[config.mk]
export PLATFORM = sky130hd
export DESIGN_NAME = frame_buffer_write_arbiter
export DESIGN_NICKNAME = d
export VERILOG_FILES = /design/src/rtl/frame_buffer_write_arbiter.sv
export SDC_FILE = /design/constraint.sdc
export NUM_CORES = 1
export LEC_CHECK = 0
export BUFFER_PORTS_ARGS = -buffer_cell sky130_fd_sc_hd__buf_2
export CAP_MARGIN = 25
export CORE_UTILIZATION = 43
export CTS_BUF_LIST = sky130_fd_sc_hd__clkbuf_2
export DETAILED_ROUTE_END_ITERATION = 10
export PLACE_DENSITY = 0.76
export SLEW_MARGIN = 20
export SYNTH_ARGS = -nofsm -noshare
export SYNTH_HDL_FRONTEND = slang
export SYNTH_SLANG_ARGS = --single-unit
[constraint.sdc]
create_clock -name clk -period 1.6 [get_ports clk]
set_input_delay 0 -clock clk [delete_from_list [all_inputs] [get_ports clk]]
set_output_delay 0 -clock clk [all_outputs]
set_load 0.005 [all_outputs]
[src/rtl/frame_buffer_write_arbiter.sv]
// frame_buffer_write_arbiter: round-robin arbiter merging fill/line/symbol pixel writes
// into one registered frame buffer write port, with burst limiting and swap stall.
module frame_buffer_write_arbiter #(
   parameter int HOR_ACTIVE_PIXELS = 640,
   parameter int VER_ACTIVE_PIXELS = 480,
   parameter int MAX_BURST = 64,
   localparam int ADDR_WIDTH = $clog2(HOR_ACTIVE_PIXELS * VER_ACTIVE_PIXELS)
) (
   input  logic                  clk,
   input  logic                  rst,
   input  logic                  req0_valid,
   input  logic [ADDR_WIDTH-1:0] req0_addr,
   input  logic                  req0_data,
   output logic                  req0_ready,
   input  logic                  req1_valid,
   input  logic [ADDR_WIDTH-1:0] req1_addr,
   input  logic                  req1_data,
   output logic                  req1_ready,
   input  logic                  req2_valid,
   input  logic [ADDR_WIDTH-1:0] req2_addr,
   input  logic                  req2_data,
   output logic                  req2_ready,
   input  logic                  swap,
   output logic                  write_enable,
   output logic [ADDR_WIDTH-1:0] write_addr,
   output logic                  write_data,
   output logic                  busy
);
   localparam int CW = $clog2(MAX_BURST + 1);
   typedef enum logic [1:0] {NONE, G0, G1, G2} grant_t;
   grant_t grant_q, grant_d;
   logic [1:0] last_q, last_d, owner, base, c1, c2, pick;
   logic [CW-1:0] cnt_q, cnt_d;
   logic [2:0] valid, gnt_oh, ready;
   logic own_valid, other_valid, accept, any_valid;
   logic we_q, data_q, sel_data;
   logic [ADDR_WIDTH-1:0] addr_q, sel_addr;

   function automatic logic [1:0] next3(input logic [1:0] x);
      return (x == 2'd2) ? 2'd0 : x + 2'd1;
   endfunction

   function automatic logic bit3(input logic [2:0] v, input logic [1:0] i);
      return (i == 2'd0) ? v[0] : (i == 2'd1) ? v[1] : v[2];
   endfunction

   assign valid = {req2_valid, req1_valid, req0_valid};
   assign gnt_oh = {grant_q == G2, grant_q == G1, grant_q == G0};
   assign ready = gnt_oh & {3{~swap & ~rst}};
   assign owner = (grant_q == G1) ? 2'd1 : (grant_q == G2) ? 2'd2 : 2'd0;
   assign own_valid = |(gnt_oh & valid);
   assign other_valid = |(valid & ~gnt_oh);
   assign any_valid = |valid;
   assign accept = |(ready & valid);
   // Round-robin scan starts after the last owner, or after the departing owner.
   assign base = (grant_q == NONE) ? last_q : owner;
   assign c1 = next3(base);
   assign c2 = next3(c1);
   assign pick = bit3(valid, c1) ? c1 : bit3(valid, c2) ? c2 : base;
   assign sel_addr = (owner == 2'd1) ? req1_addr : (owner == 2'd2) ? req2_addr : req0_addr;
   assign sel_data = (owner == 2'd1) ? req1_data : (owner == 2'd2) ? req2_data : req0_data;

   always_comb begin
      grant_d = grant_q;
      last_d = last_q;
      cnt_d = cnt_q;
      if (!swap) begin
         if (!own_valid) begin
            grant_d = any_valid ? grant_t'(pick + 2'd1) : NONE;
            last_d = (grant_q == NONE) ? last_q : owner;
            cnt_d = '0;
         end else if (cnt_q == CW'(MAX_BURST - 1)) begin
            // Burst exhausted: yield through NONE so the change costs one bubble.
            cnt_d = '0;
            grant_d = other_valid ? NONE : grant_q;
            last_d = other_valid ? owner : last_q;
         end else begin
            cnt_d = cnt_q + 1'b1;
         end
      end
   end

   always_ff @(posedge clk) begin
      if (rst) begin
         grant_q <= NONE;
         last_q <= 2'd2;
         cnt_q <= '0;
         we_q <= 1'b0;
         addr_q <= '0;
         data_q <= 1'b0;
      end else begin
         grant_q <= grant_d;
         last_q <= last_d;
         cnt_q <= cnt_d;
         we_q <= accept;
         if (accept) begin
            addr_q <= sel_addr;
            data_q <= sel_data;
         end
      end
   end

   assign req0_ready = ready[0];
   assign req1_ready = ready[1];
   assign req2_ready = ready[2];
   assign write_enable = we_q;
   assign write_addr = addr_q;
   assign write_data = data_q;
   assign busy = any_valid | (we_q & ~rst);
endmodule

==> summary.txt <==
Power
  – Leakage: 1.21 nW
  – Power density over the cells: 749 mW/mm²
  – Cell-internal power: 0.00135 W
  – Comb power frac: 38.8%
  – Total power: 0.00211 W
  – Switch share: 35.9%
  – Reg power frac: 42.6%
  – Clock share of power: 18.6%
  – Worst vdd ir: 425 µV
  – Switching power: 0.000758 W

Timing
  – Max-slew violations: 0
  – Worst Tran Pin Value: 0.390 ns
  – Crit path time final: 1.64 ns
  – Post-route setup TNS: -0.488 ns
  – Max_slew headroom: 73.8%
  – Final setup fails: 21
  – Setup ws final: -0.0392 ns
  – RSZ-0062 raised after global routing: true
  – Final Hold Vio Count: 0
  – Final Cycle Share: 102%
  – Fmax: 0.610 GHz
  – Clk_skew: 0.0144 ns

Synth
  – Leading area contributor after synthesis: dfxtp_1
  – Synth Area per Inst: 7.75 µm²
  – Register bit total from synthesis: 32
  – Ys flop type: dfxtp_1
  – Sequential cell area fraction in the yosys report: 33.5%
  – Mapped Cells: 247
  – Synth Cell Area: 0.00191 mm²
  – Yosys top cell area share: 33.5%
  – Largest cells by area after synthesis: dfxtp_1, mux2i_1, nand2_1
  – Post-synth EDFFs: 0
  – Asr flop ratio synth: 0%
  – Syn_nets: 314
  – Synth Warn #: 0
  – Cell variety after synth: 41

Critical path
  – CP required: 1.91 ns
  – Max FO, Critical Path: 10
  – Worst Path Arrival: 1.95 ns
  – Worst setup endpoint: write_addr[8]
  – CP Class: register to register
  – CP Launch Type: register
  – Worst Setup End Kind: register
  – R2R depth: 6
  – Setup crit start: grant_q[0]
  – Critical R2R Launch: grant_q[0]
  – End of the worst register-to-register path: write_addr[8]
  – R2R setup slack: -0.04 ns

Floorplan
  – Starting Density: 46.2%
  – Die area: 0.00472 mm²
  – Row count: 23
  – Core Footprint: 0.00414 mm²
  – Die height: 68.7 µm
  – Die W: 68.7 µm
  – Top Ports: 91

Routing
  – WL/cell: 13.6 µm
  – Antenna Nets Post-Route: 0
  – Final WL: 5680 µm
  – Metal2 WL: 2830 µm
  – WL met3: 339 µm
  – Residual DRC: 0
  – Starting DRT DRC Count: 182
  – Via count: 2201
  – DRT Pass-1 Iters: 4
  – Top sig layer: met4
  – Met1 WL: 2390 µm
  – Post-DR vias/cell: 5.28

Worst hold path
  – Hold Crit Class: primary input to register
  – HP Start: req1_addr[16]

Finish
  – Final core utilization: 68.1%
  – Fin nets: 433
  – Commonest cells after routing, fill and taps aside: buf_2, nand2_1, dfxtp_1
  – N_diodes: 0
  – Layout area overhead: 47.4%
  – Most common cell after layout, fill and taps aside: buf_2
  – Layout cells sized above 1: 36.8%

Place
  – PortBufs: 90
  – Hpwl dp: 3830 µm
  – GP Congestion: 0.918

Global routing
  – Congestion Overflow GR: 0
  – Total track usage: 25.5%
  – Vias in the first global route: 1952
  – First-pass GRT wire length: 8810 µm
  – Largest net degree at the start of global routing: 32
  – Initial antenna violation count: 0

Clock network
  – Clock root buffer: clkbuf_2
  – TritonCTS Buffers: 5
  – Post-CTS setup buffers: 0
  – CTS tree: done
  – Later-pin clock latency in the skew report: 0.36 ns
  – Clk sinks: 32
  – CTS H-tree lvls: 2
  – Clock transition at path regs: 0.17 ns
  – Clock buffer depth: 2

Run
  – Max-cap violation count: 0

Status
  – Status: complete, but fails checks
  – Violated checks: setup timing
area by class of cell:
class / instances / area, µm²
Tap cell: 50 / 62.6
Timing Repair inverter: 1 / 6.26
Inverter: 5 / 26.3
Timing Repair Buffer: 131 / 826
Clock buffer: 6 / 30.0
Clock inverter: 2 / 11.3
Multi-Input combinational cell: 190 / 1210
Fill cell: 387 / 1320
Sequential cell: 32 / 648
worst max-delay path: stages (launching register included):
cell	delay, ns
dfxtp_4	0.41
mux2i_1	0.12
mux2_4	0.28
or3_4	0.40
inv_4	0.15
o211ai_1	0.10
a21oi_1	0.12
synth_stat cells, types with 4 or more instances:
cell type  count
a21oi_1       26
inv_1          4
nor2_1        14
nand2_1       54
clkbuf_1       7
mux2i_1       22
nor3_1         6
dfxtp_1       32
buf_2          7
o21ai_0        8
o211ai_1      20
nor2b_1        6
per-layer routing:
layer	up-vias	track usage (%)
met3	12	7.40
met2	84	44.0
met5	-	0
met1	988	30.3
li1	1117	-
met4	0	8.42
kinds of logic after synthesis:
| logic type | share of synthesized area (%) |
|---|---|
| AO/OA/AOI/OAI | 24.0 |
| XOR/XNOR | 1.37 |
| multiplexers | 12.3 |
| AND/OR/NAND/NOR | 21.6 |
| flip-flops | 33.5 |
| adder cells (fa/ha/maj) | 0.654 |
| buffers and inverters | 6.54 |
flip-flops by register name, indices dropped and copies added, names as in the netlist:
register and flops:
cnt_q 7, last_q 2, grant_q 2, write_addr 19, write_data 1, write_enable 1
power by group through the flow:
stage                     logic (W)  registers [W]  clock network [W]
final                      0.000820       0.000899           0.000393
after global routing       0.000907       0.000908           0.000445
after CTS                  0.000809       0.000899           0.000404
after detailed placement   0.000748       0.000913                  0
after global placement     0.000742       0.000910                  0
after floorplan            0.000515       0.000892                  0
per-stage QoR:
stage          area, µm²  hold WS [ns]  cells  worst slack (ns)
3_3_place_gp        2520         0.288    387          -0.00503
2_1_floorplan       1960        0.0962    247           -0.0157
3_5_place_dp        2520         0.297    387           -0.0813
5_1_grt             2820        0.0132    417            -0.118
4_1_cts             2810       0.00432    417           -0.0402
6_report            2820        0.0308    417           -0.0392
how the worst min path moves through the flow:
stage | to | slack (ns) | depth (start not counted)
floorplan | busy | 0.1 | 2
global placement | write_addr[1] | 0.29 | 3
detailed placement | write_addr[1] | 0.30 | 3
CTS | cnt_q[0] | 0.004 | 3
global route | cnt_q[0] | 0.01 | 3
finish | write_addr[16] | 0.03 | 5
repair_timing:
action                                 4_1_cts  5_1_grt
endpoints found under the hold margin       20        0
setup endpoints to repair                   25       30
hold buffers                                21        0
gates resized for setup                      9        4
pin swaps                                    2        1
gates cloned                                 1        0
Note: power is estimated with default switching activity, not from simulation.
